==> src/rtl/imm_pkg.sv <==
// rtl/imm_pkg.sv - shared types and opcode constants for the immediate generator
package imm_pkg;

    // Resolved immediate format; encoding matches the fmt_mode input.
    typedef enum logic [2:0] {
        FMT_NONE = 3'd0,
        FMT_I    = 3'd1,
        FMT_S    = 3'd2,
        FMT_B    = 3'd3,
        FMT_U    = 3'd4,
        FMT_J    = 3'd5
    } imm_fmt_e;

    localparam logic [6:0] OP_LOAD   = 7'b0000011;
    localparam logic [6:0] OP_IMM    = 7'b0010011;
    localparam logic [6:0] OP_JALR   = 7'b1100111;
    localparam logic [6:0] OP_STORE  = 7'b0100011;
    localparam logic [6:0] OP_BRANCH = 7'b1100011;
    localparam logic [6:0] OP_LUI    = 7'b0110111;
    localparam logic [6:0] OP_AUIPC  = 7'b0010111;
    localparam logic [6:0] OP_JAL    = 7'b1101111;

    // Width-independent part of a buffered entry. The imm and tag fields
    // depend on module parameters, so the full entry struct wraps this one.
    typedef struct packed {
        imm_fmt_e fmt;
        logic     illegal;
    } imm_meta_t;

endpackage

==> src/rtl/imm_decode.sv <==
// rtl/imm_decode.sv - combinational RISC-V immediate decoder
//
// Ports:
//   instr    in  32    instruction word
//   fmt_mode in  3     0=AUTO, 1..5 force I/S/B/U/J, 6/7 behave as AUTO
//   imm      out XLEN  sign-extended immediate (0 when illegal)
//   fmt      out 3     resolved format (FMT_NONE when illegal)
//   illegal  out 1     AUTO mode with unrecognised opcode
module imm_decode
    import imm_pkg::*;
#(
    parameter int XLEN = 32
) (
    input  logic [31:0]     instr,
    input  logic [2:0]      fmt_mode,
    output logic [XLEN-1:0] imm,
    output imm_fmt_e        fmt,
    output logic            illegal
);

    logic [31:0] imm32;

    always_comb begin
        fmt     = FMT_NONE;
        illegal = 1'b0;
        case (fmt_mode)
            3'd1, 3'd2, 3'd3, 3'd4, 3'd5: fmt = imm_fmt_e'(fmt_mode);
            default: begin
                case (instr[6:0])
                    OP_LOAD, OP_IMM, OP_JALR: fmt = FMT_I;
                    OP_STORE:                 fmt = FMT_S;
                    OP_BRANCH:                fmt = FMT_B;
                    OP_LUI, OP_AUIPC:         fmt = FMT_U;
                    OP_JAL:                   fmt = FMT_J;
                    default:                  illegal = 1'b1;
                endcase
            end
        endcase
    end

    always_comb begin
        imm32 = '0;
        case (fmt)
            FMT_I: imm32 = {{20{instr[31]}}, instr[31:20]};
            FMT_S: imm32 = {{20{instr[31]}}, instr[31:25], instr[11:7]};
            FMT_B: imm32 = {{19{instr[31]}}, instr[31], instr[7], instr[30:25], instr[11:8], 1'b0};
            FMT_U: imm32 = {instr[31:12], 12'b0};
            FMT_J: imm32 = {{11{instr[31]}}, instr[31], instr[19:12], instr[20], instr[30:21], 1'b0};
            default: imm32 = '0;
        endcase
    end

    // Bit 31 of every format is instr[31], so extending the 32-bit result
    // reproduces the sign replication for XLEN=64 as well.
    assign imm = XLEN'($signed(imm32));

endmodule

==> src/rtl/imm_gen_pipe.sv <==
// rtl/imm_gen_pipe.sv - handshaked immediate generator with 2-entry output buffer
//
// Ports:
//   clk, rst_n             clock, async active-low reset
//   flush                  drop buffered entries and any same-cycle push
//   in_valid/in_ready      instruction handshake (in_ready depends on state only)
//   instr, fmt_mode, in_tag  instruction word, format override, sideband tag
//   out_valid/out_ready    result handshake for the head entry
//   imm, fmt, illegal, out_tag  decoded head entry
//   illegal_cnt            saturating count of accepted illegal instructions
module imm_gen_pipe
    import imm_pkg::*;
#(
    parameter int XLEN  = 32,
    parameter int TAG_W = 5,
    parameter int CNT_W = 8
) (
    input  logic             clk,
    input  logic             rst_n,
    input  logic             flush,
    input  logic             in_valid,
    output logic             in_ready,
    input  logic [31:0]      instr,
    input  logic [2:0]       fmt_mode,
    input  logic [TAG_W-1:0] in_tag,
    output logic             out_valid,
    input  logic             out_ready,
    output logic [XLEN-1:0]  imm,
    output logic [2:0]       fmt,
    output logic             illegal,
    output logic [TAG_W-1:0] out_tag,
    output logic [CNT_W-1:0] illegal_cnt
);

    typedef struct packed {
        logic [XLEN-1:0]  imm;
        imm_meta_t        meta;
        logic [TAG_W-1:0] tag;
    } entry_t;

    logic [XLEN-1:0] dec_imm;
    imm_fmt_e        dec_fmt;
    logic            dec_illegal;
    entry_t          new_entry;
    entry_t          slot0;   // head
    entry_t          slot1;
    logic [1:0]      count;
    logic            push;
    logic            pop;

    imm_decode #(.XLEN(XLEN)) u_decode (
        .instr    (instr),
        .fmt_mode (fmt_mode),
        .imm      (dec_imm),
        .fmt      (dec_fmt),
        .illegal  (dec_illegal)
    );

    always_comb begin
        new_entry              = '0;
        new_entry.imm          = dec_imm;
        new_entry.meta.fmt     = dec_fmt;
        new_entry.meta.illegal = dec_illegal;
        new_entry.tag          = in_tag;
    end

    assign in_ready  = (count != 2'd2);
    assign out_valid = (count != 2'd0);
    assign push      = in_valid && in_ready;
    assign pop       = out_valid && out_ready;

    always_ff @(posedge clk or negedge rst_n) begin
        if (!rst_n) begin
            count <= 2'd0;
            slot0 <= '0;
            slot1 <= '0;
        end else if (flush) begin
            count <= 2'd0;
        end else if (pop) begin
            if (count == 2'd2) begin
                // in_ready is low when full, so no push can coincide here.
                slot0 <= slot1;
                count <= 2'd1;
            end else if (push) begin
                slot0 <= new_entry;
            end else begin
                count <= 2'd0;
            end
        end else if (push) begin
            if (count == 2'd0) begin
                slot0 <= new_entry;
            end else begin
                slot1 <= new_entry;
            end
            count <= count + 2'd1;
        end
    end

    always_ff @(posedge clk or negedge rst_n) begin
        if (!rst_n) begin
            illegal_cnt <= '0;
        end else if (push && !flush && dec_illegal && (illegal_cnt != {CNT_W{1'b1}})) begin
            illegal_cnt <= illegal_cnt + CNT_W'(1);
        end
    end

    assign imm     = slot0.imm;
    assign fmt     = slot0.meta.fmt;
    assign illegal = slot0.meta.illegal;
    assign out_tag = slot0.tag;

endmodule

==> config.mk <==
export PLATFORM = sky130hd
export DESIGN_NAME = imm_gen_pipe
export DESIGN_NICKNAME = d
export VERILOG_FILES = /design/src/rtl/imm_pkg.sv /design/src/rtl/imm_decode.sv /design/src/rtl/imm_gen_pipe.sv
export SDC_FILE = /design/constraint.sdc
export NUM_CORES = 1
export LEC_CHECK = 0
export CAP_MARGIN = 10
export CORE_MARGIN = 4
export CORE_UTILIZATION = 35
export DETAILED_ROUTE_END_ITERATION = 16
export PLACE_DENSITY_LB_ADDON = 0.05
export SLEW_MARGIN = 20
export SYNTH_ARGS = -nofsm -noshare
export SYNTH_HDL_FRONTEND = slang
export SYNTH_SLANG_ARGS = --single-unit
export TNS_END_PERCENT = 100
==> constraint.sdc <==
create_clock -name clk -period 2.2 [get_ports clk]
set_clock_uncertainty 0.05 [all_clocks]
set_input_delay 0.33 -clock clk [delete_from_list [all_inputs] [get_ports clk]]
set_output_delay 0.33 -clock clk [all_outputs]
set_load 0.05 [all_outputs]
==> results of run 1 <==
-- critical path: cells and delay by family --
family	cells	cell delay (ns)
AOI/OAI and AO/OA	4	0.83
buffers and inverters	3	0.85
and+or+nand+nor	1	0.30
-- routing by layer --
metal | up-vias | global-route usage, % | part of all wire (%)
met5 | - | 0 | 0
li1 | 2008 | - | -
met1 | 1989 | 25.2 | 48
met2 | 94 | 26.9 | 45
met3 | 18 | 3.44 | 5.1
met4 | 0 | 7.14 | 1.8
-- what timing repair did --
action	in CTS	in global routing
hold buffers	1	0
setup buffers	0	1
hold endpoints to repair	23	0
resized for setup	0	23
pin swaps	2	6
endpoints found under the setup margin	7	53
cloned	0	2
-- area by class of cell --
class                   instances  area (µm²)
clock buffers                  10         239
clock inverters                 5        37.5
fillers                      1202        6180
inverters                       8        37.5
multi-input cells             369        2100
flip-flops and latches         92        2300
well taps                     172         215
repair buffers                153        1510
-- power groups by stage --
stage,combinational [mW],clock [mW],sequential (mW)
3_3_place_gp,2.62,0,2.63
2_1_floorplan,0.765,0,3.50
5_1_grt,2.87,1.59,2.70
3_5_place_dp,2.65,0,2.65
4_1_cts,2.66,1.51,2.62
6_report,2.68,1.48,2.63
-- registers in the layout (all words and copies together), names as in the netlist --
name and cells:
illegal 1, count 2, out_tag 5, illegal_cnt 8, slot1 41, fmt 3
imm 32
-- cells in the mapped netlist, types with 4 or more instances --
cell      instances
and3_1           12
xor2_1            6
o21a_1            6
nand2_1          85
clkbuf_1         19
dfrtp_1          92
nor3_1           14
o211ai_1          4
o211a_1           4
a31oi_1           7
inv_1             8
o221ai_1          8
buf_2             5
a21oi_1          50
o21ai_0          40
and2_2            8
o21ai_1          10
nor2_1           45
nand3_1          18
-- metrics by stage --
stage | setup WS, ns | instance area (µm²) | utilization, % | cells | power (mW)
final | 0.105 | 6440 | 51.0 | 809 | 6.78
after global routing | 0.000106 | 6440 | 51.0 | 809 | 7.17
after CTS | 0.0272 | 6340 | 50.3 | 806 | 6.80
after detailed placement | -0.415 | 6060 | 48.0 | 790 | 5.30
after global placement | -0.340 | 6060 | 48.0 | 790 | 5.25
after floorplan | 0.0199 | 4530 | - | 498 | 4.27
-- layout by cell type, fill, tap and decap left out, drive strengths merged, types with 8 or more instances in the layout --
cell type	Yosys	final
nor2	46	46
nand3	18	18
and2	9	9
o21ai	51	51
o221ai	8	8
a21oi	51	51
nand2	88	88
clkbuf	19	11
buf	10	59
nor3	16	16
and3	12	12
clkdlybuf4s50	0	89
dfrtp	92	92
-- how the worst max path moves through the flow --
stage                    startpoint  cells after the start               endpoint  slack [ns]
5_1_grt        count[0]$_DFFE_PN0P_                     10    imm[29]$_DFFE_PN0P_      0.0001
3_3_place_gp               instr[4]                      7    imm[11]$_DFFE_PN0P_       -0.34
6_report                fmt_mode[2]                      8  slot1[24]$_DFFE_PN0P_        0.11
3_5_place_dp               instr[4]                      7    imm[11]$_DFFE_PN0P_       -0.42
4_1_cts                    instr[4]                      7    imm[11]$_DFFE_PN0P_        0.03
2_1_floorplan  count[0]$_DFFE_PN0P_                      9    imm[10]$_DFFE_PN0P_        0.02
-- logic make-up (layout without fill, tap and decap cells) --
kind of cell               Yosys count  in the layout  synth area share [%]
DFF                                 92             92                  50.9
muxes                                2              2                 0.470
xor gates and xnor gates             9              9                  1.74
and+or+nand+nor                    207            207                  21.9
adders and majority gates            3              3                 0.830
AOI/OAI and AO/OA                  148            148                  20.3
buffers and inverters               37            176                  3.79
==> metrics, run 1 <==
CP most frequent cell=buf_4; R2R depth=10; share of the synthesized area in the top cell type=a little over 50%; Setup CP Type=primary input to flip-flop; Power Density=around 1100 mW/mm²; Critical Path Slowest Stage Cell=clkdlybuf4s50_1; clk slew on worst S/H paths=about 0.06 ns; Port Buf Inserts=95; Crit Path Max Fanout=8; total track usage=about 18%; combinational share of power=39.5%; iteration count of the initial detailed-routing pass=4; Initial Util=a little over a third; sequential area share after synthesis=about half; antenna fix cells=0; Synth area leader=dfrtp_1; die width=around 120 µm; Final #Nets=681; Post-Route Setup TNS=0 ns; share of cells above drive strength 1=between 15 and 20%; endpoint of the worst-slack reg-to-reg timing path=imm[30]$_DFFE_PN0P_; RSZ-0062 raised after global routing=no; Int Power=about 4.1 mW; Net Count, Synth=546; Seq pwr share=about two fifths; htree depth=3; Final period util=between 90% and 100%; CTS root buffer=clkbuf_16; DRC=0; worst-path cell chain=clkdlybuf4s50_1 > buf_4 > or2_2 > a22o_2 > a21oi_2 > o21ai_2 > buf_4 > a21oi_1; die height=approximately 120 µm; outcome=completed; Sw Ratio=~40%; WP data arrival=~2.3 ns; CTS Buf Count=9; Final HPWL DP=~9000 µm; post-synth cell types=approximately 60; Min-Delay Path Class=primary input to asynchronous set/reset pin; FMAX=477 MHz; largest net degree at the start of global routing=42; max cap viols=0; CP max stage delay=roughly 0.49 ns; Synth warnings=0; Mean Syn Cell Area=9.08 µm²; Area Overhead vs Synth=42.4%; Overflow after GRT=0; Routed Antenna Nets=0; Reg2Reg Setup Slack=between 0.1 and 0.15 ns; number of global-route vias before repair=about 4000; Sw Pwr=approximately 2.7 mW; Post-Syn Area=roughly 0.0045 mm²; WP data required=about 2.4 ns; leakage power=2.86 nW; total number of vias=slightly above 4000; Via-to-Cell Ratio=just over 5; # setup viols final=0; main flop type after synthesis=dfrtp_1; CTS tree=yes; CP Launch Type=primary input; first-pass GRT wire length=20800 µm; final hold violation count=0; worst r2r src=count[0]$_DFFE_PN0P_; ys async rst share=100%; wire length per cell=~16 µm; Total Die Area=~0.015 mm²; Clk pwr share=between 20 and 25%; Sink Count=92; wirelength, routed=about 13000 µm; critical path endpoint category=flip-flop; Rows=between 40 and 50; CTS Buffer Depth=2; top cells by area, synth=dfrtp_1, nand2_1, a21oi_1; final worst path period need=~2.1 ns; clock latency on the worst-skew pair=roughly 0.34 ns; drt initial violations=between 200 and 250; Slew headroom=about two thirds; worst IR drop on VDD=0.000647 V; num ports=96; Yosys reg bits=92; core box area=around 0.013 mm²; hold_ws=around 0.39 ns; Post-synth EDFFs=0; Least-Margin Pin Slew=0.526 ns; Slew Limit Fails=0; Post-Synthesis Cells=498; antenna violations before repair=0; GPL Wtd Cong=roughly 0.8
Note: power is estimated with default switching activity, not from simulation.
==> inputs of run 2 (changes only) <==
--- a/config.mk
+++ b/config.mk
@@ -10,6 +10,7 @@
 export CORE_UTILIZATION = 35
 export DETAILED_ROUTE_END_ITERATION = 16
 export PLACE_DENSITY_LB_ADDON = 0.05
+export SKIP_LAST_GASP = 1
 export SLEW_MARGIN = 20
 export SYNTH_ARGS = -nofsm -noshare
 export SYNTH_HDL_FRONTEND = slang
==> run 2 against run 1 <==
  * Die area stayed put
  * Non-clock buffer count stayed put
  * Sequential share of layout area hardly changed
==> metrics, run 2 (synthesized netlist as in run 1, its figures left out) <==
GPL Wtd Cong=0.788 (unchanged); clock latency on the worst-skew pair=0.34 ns (about the same); max FFs per register=41 (unchanged); die width=122 µm (unchanged); # setup viols final=0 (unchanged); max cap viols=0 (unchanged); antenna fix cells=0 (unchanged); Port Buf Inserts=95 (unchanged); CP Launch Type=primary input; Slew Limit Fails=0 (unchanged); FMAX=480 MHz (+0.62%); antenna violations before repair=0 (unchanged); Tot Pwr=6.78 mW (about the same); num ports=96 (unchanged); CP top delay family=buffers and inverters; Least-Margin Pin Slew=0.529 ns (+0.00297 ns); htree depth=3 (unchanged); Critical Path Slowest Stage Cell=clkdlybuf4s50_1; Largest Register=slot1; core box area=0.0126 mm² (unchanged); drt initial violations=252 (+6.3%); Final Core Density=51.0% (-0.069 points); Int Power=4.08 mW (about the same); Rows=41 (unchanged); leakage power=2.86 nW (about the same); most frequent cells in the layout=dfrtp_1, clkdlybuf4s50_1, nand2_1; WP data arrival=2.30 ns (about the same); CTS root buffer=clkbuf_16; Power Density=1050 mW/mm² (+0.16%); CP max stage delay=0.48 ns (about the same); wirelength, routed=13000 µm (+0.29%); Setup CP Type=primary input to flip-flop; WP data required=2.41 ns (about the same); Overflow after GRT=0 (unchanged); DRC=0 (unchanged); RSZ-0062 raised after global routing=yes; Sw Ratio=39.8% (about the same); CTS Buffer Depth=2 (unchanged); worst IR drop on VDD=0.000647 V (about the same); share of cells above drive strength 1=17.6% (unchanged); outcome=completed; Area Overhead vs Synth=42.2%; Crit Path Max Fanout=8 (unchanged); Routed Antenna Nets=0 (unchanged); CTS tree=yes; Sw Pwr=2.70 mW (+0.11%); most common cell after layout, fill and taps aside=dfrtp_1; worst-path cell chain=clkdlybuf4s50_1 > buf_4 > or2_2 > a22o_2 > a21oi_2 > o21ai_2 > buf_4 > a21oi_1; final worst path period need=2.08 ns (-0.0130 ns); number of global-route vias before repair=4038 (unchanged); total track usage=17.8% (unchanged); first-pass GRT wire length=20800 µm (unchanged); largest net degree at the start of global routing=42 (unchanged); combinational share of power=39.5% (about the same); Via-to-Cell Ratio=5.12 (+0.75%); Final HPWL DP=8980 µm (unchanged); Slew headroom=64.6% (-0.20 points); die height=122 µm (unchanged); Sink Count=92 (unchanged); Min-Delay Path Class=primary input to asynchronous set/reset pin; Initial Util=35.8% (unchanged); wire length per cell=16.0 µm (+0.29%); critical path endpoint category=flip-flop; total number of vias=4140 (+0.75%); Post-Route Setup TNS=0 ns (unchanged); hold_ws=0.391 ns (+0.00120 ns); CP most frequent cell=buf_4; final hold violation count=0 (unchanged); Final period util=94.6% (-0.59 points); Final #Nets=681 (unchanged); CTS Buf Count=9 (unchanged); Seq pwr share=38.7% (about the same); iteration count of the initial detailed-routing pass=5 (+1); worst path bufs/invs=3 (unchanged); Fill cells=1202 (unchanged); Clk pwr share=21.8% (about the same); Total Die Area=0.0148 mm² (unchanged); clk slew on worst S/H paths=0.06 ns (about the same)
[run 2: changes by cell type in the layout (fill, tap and decap cells not counted)]
cell | previous run | this run
nand4_2 | 0 | 1
nand4_4 | 1 | 0
[run 2: power by group through the flow]
stage / clock (mW) / combinational [mW] / sequential [mW]
final: 1.48 / 2.68 / 2.63
after global routing: 1.59 / 2.87 / 2.70
after CTS: 1.51 / 2.66 / 2.62
after detailed placement: 0 / 2.65 / 2.65
after global placement: 0 / 2.62 / 2.63
after floorplan: 0 / 0.765 / 3.50
[run 2: final timing paths]
| path | startpoint | endpoint | slack (ns) | cells after the start |
|---|---|---|---|---|
| setup / recovery | fmt_mode[2] | slot1[25]$_DFFE_PN0P_ | 0.12 | 8 |
| hold / removal | rst_n | slot1[24]$_DFFE_PN0P_ | 0.39 | 2 |
| setup reg to reg | count[0]$_DFFE_PN0P_ | imm[30]$_DFFE_PN0P_ | 0.12 | 10 |
| hold reg to reg | slot1[2]$_DFFE_PN0P_ | slot1[2]$_DFFE_PN0P_ | 0.43 | 2 |
| max in group asynchronous | rst_n | out_tag[4]$_DFFE_PN0P_ | 1.00 | 3 |
| min in group clk | slot1[2]$_DFFE_PN0P_ | slot1[2]$_DFFE_PN0P_ | 0.43 | 2 |
[run 2: layout make-up]
| type | instances | area [µm²] | share of cell area, % |
|---|---|---|---|
| timing repair buffer | 153 | 1510 | 23.4 |
| clock inverter | 5 | 37.5 | 0.584 |
| inverter | 8 | 37.5 | 0.584 |
| multi-input combinational | 369 | 2090 | 32.6 |
| sequential | 92 | 2300 | 35.8 |
| tap | 172 | 215 | 3.35 |
| clock buffer | 10 | 239 | 3.72 |
[run 2: worst reg2reg max path: stages, from the launching register on]
cell and delay, ns:
dfrtp_1 0.39, inv_1 0.11, ha_2 0.30, clkinvlp_4 0.12, nand2_1 0.18, a211oi_4 0.11, buf_6 0.14, clkbuf_16 0.18
and3_1 0.18, a21oi_1 0.11, o21ai_0 0.09
[run 2: routing by layer]
layer / vias to the layer above / part of all wire [%] / global-route usage [%] / routed length (µm)
met5: - / 0 / 0 / 0
met4: 0 / 1.8 / 7.14 / 233
met3: 18 / 4.5 / 3.44 / 583
met2: 92 / 45 / 26.9 / 5890
met1: 2022 / 48 / 25.2 / 6250
li1: 2008 / - / - / -
[run 2: repair_timing]
action | CTS | global route
endpoints found under the setup margin | 7 | 53
endpoints found under the hold margin | 23 | 0
gates resized for setup | 0 | 22
buffers inserted | 0 | 1
gates cloned | 0 | 2
hold buffers | 1 | 0
pin swaps | 2 | 6
[run 2: per-stage QoR]
stage | worst slack [ns] | instance area (µm²) | cells
3_5_place_dp | -0.415 | 6060 | 790
3_3_place_gp | -0.340 | 6060 | 790
6_report | 0.118 | 6430 | 809
2_1_floorplan | 0.0199 | 4530 | 498
4_1_cts | 0.0272 | 6340 | 806
5_1_grt | -0.00402 | 6430 | 809
==> inputs of run 3 (changes only) <==
--- a/config.mk
+++ b/config.mk
@@ -8,6 +8,7 @@
 export CAP_MARGIN = 10
 export CORE_MARGIN = 4
 export CORE_UTILIZATION = 35
+export CTS_CLUSTER_SIZE = 8
 export DETAILED_ROUTE_END_ITERATION = 16
 export PLACE_DENSITY_LB_ADDON = 0.05
 export SKIP_LAST_GASP = 1
==> constraint.sdc (replaced) <==
create_clock -name clk -period 1.9 [get_ports clk]
set_clock_uncertainty 0.05 [all_clocks]
set_input_delay 0.285 -clock clk [delete_from_list [all_inputs] [get_ports clk]]
set_output_delay 0.285 -clock clk [all_outputs]
set_load 0.05 [all_outputs]
==> run 3 against run 2 <==
  * Total power increased by 21%
  * Worst hold slack got worse by 0.036 ns
  * Largest power group unchanged
  * Highest routed layer unchanged
  * Clock power rose by 26%
  * Global-route usage is 0.26 points higher
==> metrics, run 3 (synthesized netlist as in run 1, its figures left out) <==
outcome=completed; worst setup margin=0.00829 ns (-0.110 ns); total track usage=18.1% (+0.26 points); CP most frequent cell=or3_4; worst r2r src=count[0]$_DFFE_PN0P_; max FFs per register=41 (unchanged); Routed Antenna Nets=0 (unchanged); Rows=41 (unchanged); first-pass GRT wire length=20900 µm (+0.63%); GPL Wtd Cong=0.791 (+0.43%); final worst path period need=roughly 1.9 ns; Tot Pwr=8.18 mW (+21%); Crit Path Max Fanout=3 (-5); Power Density=1190 mW/mm² (+13%); core box area=0.0126 mm² (unchanged); share of cells above drive strength 1=28.8% (+11 points); most common cell after layout, fill and taps aside=dfrtp_1; WP data arrival=2.07 ns (-0.23 ns); Critical Path Slowest Stage Cell=dfrtp_1; Port Buf Inserts=95 (unchanged); Largest Register=slot1; Reg2Reg Setup Slack=0.008 ns (-0.11 ns); start point of the critical path=count[0]$_DFFE_PN0P_; CTS tree=yes; RSZ-0062 raised after global routing=yes; FMAX=approximately 530 MHz; drt initial violations=245 (-2.8%); Slew Limit Fails=0 (unchanged); endpoint of the worst-slack reg-to-reg timing path=illegal_cnt[7]$_DFFE_PN0P_; WP data required=2.08 ns (-0.33 ns); CTS Buf Count=9 (unchanged); num ports=96 (unchanged); Setup CP Type=flip-flop to flip-flop; largest net degree at the start of global routing=57 (+36%); critical path endpoint category=flip-flop; crit path to=illegal_cnt[7]$_DFFE_PN0P_; max cap viols=0 (unchanged); CTS root buffer=clkbuf_16; Final Core Density=54.5% (+3.6 points); leakage power=3.12 nW (+9.1%); DRC=0 (unchanged); CTS Buffer Depth=2 (unchanged); Area Overhead vs Synth=52.2%; CP max stage delay=0.37 ns (-0.11 ns); Final period util=roughly 100%; wire length per cell=16.0 µm (-0.41%); worst-path cell chain=inv_2 > ha_4 > nand2b_4 > nor2_4 > o21ai_2 > or3_4 > or3_4 > xnor2_1; Min-Delay Path Class=primary input to asynchronous set/reset pin; most frequent cells in the layout=dfrtp_1, nand2_1, buf_4; R2R depth=8 (-2); Slew headroom=66.2% (+1.6 points); Final #Nets=700 (+2.8%); die height=122 µm (unchanged); Fill cells=1171 (-2.6%); clock latency on the worst-skew pair=0.34 ns (about the same); die width=122 µm (unchanged); antenna fix cells=0 (unchanged); antenna violations before repair=0 (unchanged); Final HPWL DP=9290 µm (+3.5%); iteration count of the initial detailed-routing pass=4 (-1); CP Launch Type=flip-flop; Worst path depth=8 (unchanged); CP top delay family=simple AND/OR/NAND/NOR gates; worst IR drop on VDD=0.000791 V (+22%); Total Die Area=0.0148 mm² (unchanged); Overflow after GRT=0 (unchanged); Least-Margin Pin Slew=0.506 ns (-0.0234 ns); worst path bufs/invs=1 (-2); Sink Count=92 (unchanged); htree depth=3 (unchanged); Via-to-Cell Ratio=5.01 (-2.0%); total number of vias=4156 (+0.39%); number of global-route vias before repair=4092 (+1.3%); Initial Util=35.8% (unchanged); wirelength, routed=13200 µm (+2.1%); dpl ws=-0.551 ns (-0.136 ns); # setup viols final=0 (unchanged); clk slew on worst S/H paths=0.07 ns (about the same); final hold violation count=0 (unchanged)
==> run 3: where the power goes <==
part           switching, mW  total (mW)  internal [mW]
clock                  0.775        1.87           1.10
combinational           2.00        3.24           1.25
sequential             0.416        3.06           2.65
total                   3.19        8.18           4.99
==> run 3: per-stage QoR <==
stage          area [µm²]  setup TNS, ns  hold slack, ns  std cells
6_report             6880              0           0.355        829
5_1_grt              6880         -0.384           0.378        829
3_3_place_gp         6300         -32.42           0.159        802
2_1_floorplan        4630         -0.115         -0.0606        498
3_5_place_dp         6300         -35.25           0.161        802
4_1_cts              6670         -0.358           0.346        820
==> run 3: per-layer routing <==
layer	vias up	GRT usage, %	share of wire (%)
li1	2056	-	-
met1	2001	24.9	45
met2	90	28.9	48
met3	9	3.71	5.9
met4	0	5.32	1.0
met5	-	0	0
==> run 3: worst register-to-register path, stage by stage, from the launching register on <==
cell,delay [ns]
dfrtp_1,0.37
inv_2,0.08
ha_4,0.16
nand2b_4,0.14
nor2_4,0.09
o21ai_2,0.07
or3_4,0.37
or3_4,0.33
xnor2_1,0.12
==> run 3: area by class of cell <==
| cell class | instances | area [µm²] | share of cell area [%] |
|---|---|---|---|
| well taps | 172 | 215 | 3.13 |
| clock inverters | 4 | 55.1 | 0.800 |
| multi-input cells | 369 | 2290 | 33.3 |
| inverters | 8 | 37.5 | 0.545 |
| repair buffers | 172 | 1720 | 25.0 |
| clock buffers | 12 | 256 | 3.73 |
| flip-flops and latches | 92 | 2300 | 33.5 |
==> run 3: what timing repair did <==
action                                  CTS  global route
endpoints found under the setup margin   72            77
endpoints found under the hold margin    20             0
setup buffers                             1             6
gates resized for setup                  22            49
hold buffers                              1             0
gates cloned                              0             3
pin swaps                                 7            11
==> run 3: worst min path at each step <==
| stage | from | endpoint | slack (ns) | cells past startpoint |
|---|---|---|---|---|
| floorplan | rst_n | count[0]$_DFFE_PN0P_ | -0.06 | 0 |
| global placement | rst_n | imm[12]$_DFFE_PN0P_ | 0.16 | 1 |
| detailed placement | rst_n | imm[12]$_DFFE_PN0P_ | 0.16 | 1 |
| CTS | rst_n | slot1[25]$_DFFE_PN0P_ | 0.35 | 2 |
| global route | rst_n | imm[12]$_DFFE_PN0P_ | 0.38 | 2 |
| finish | rst_n | imm[14]$_DFFE_PN0P_ | 0.35 | 2 |
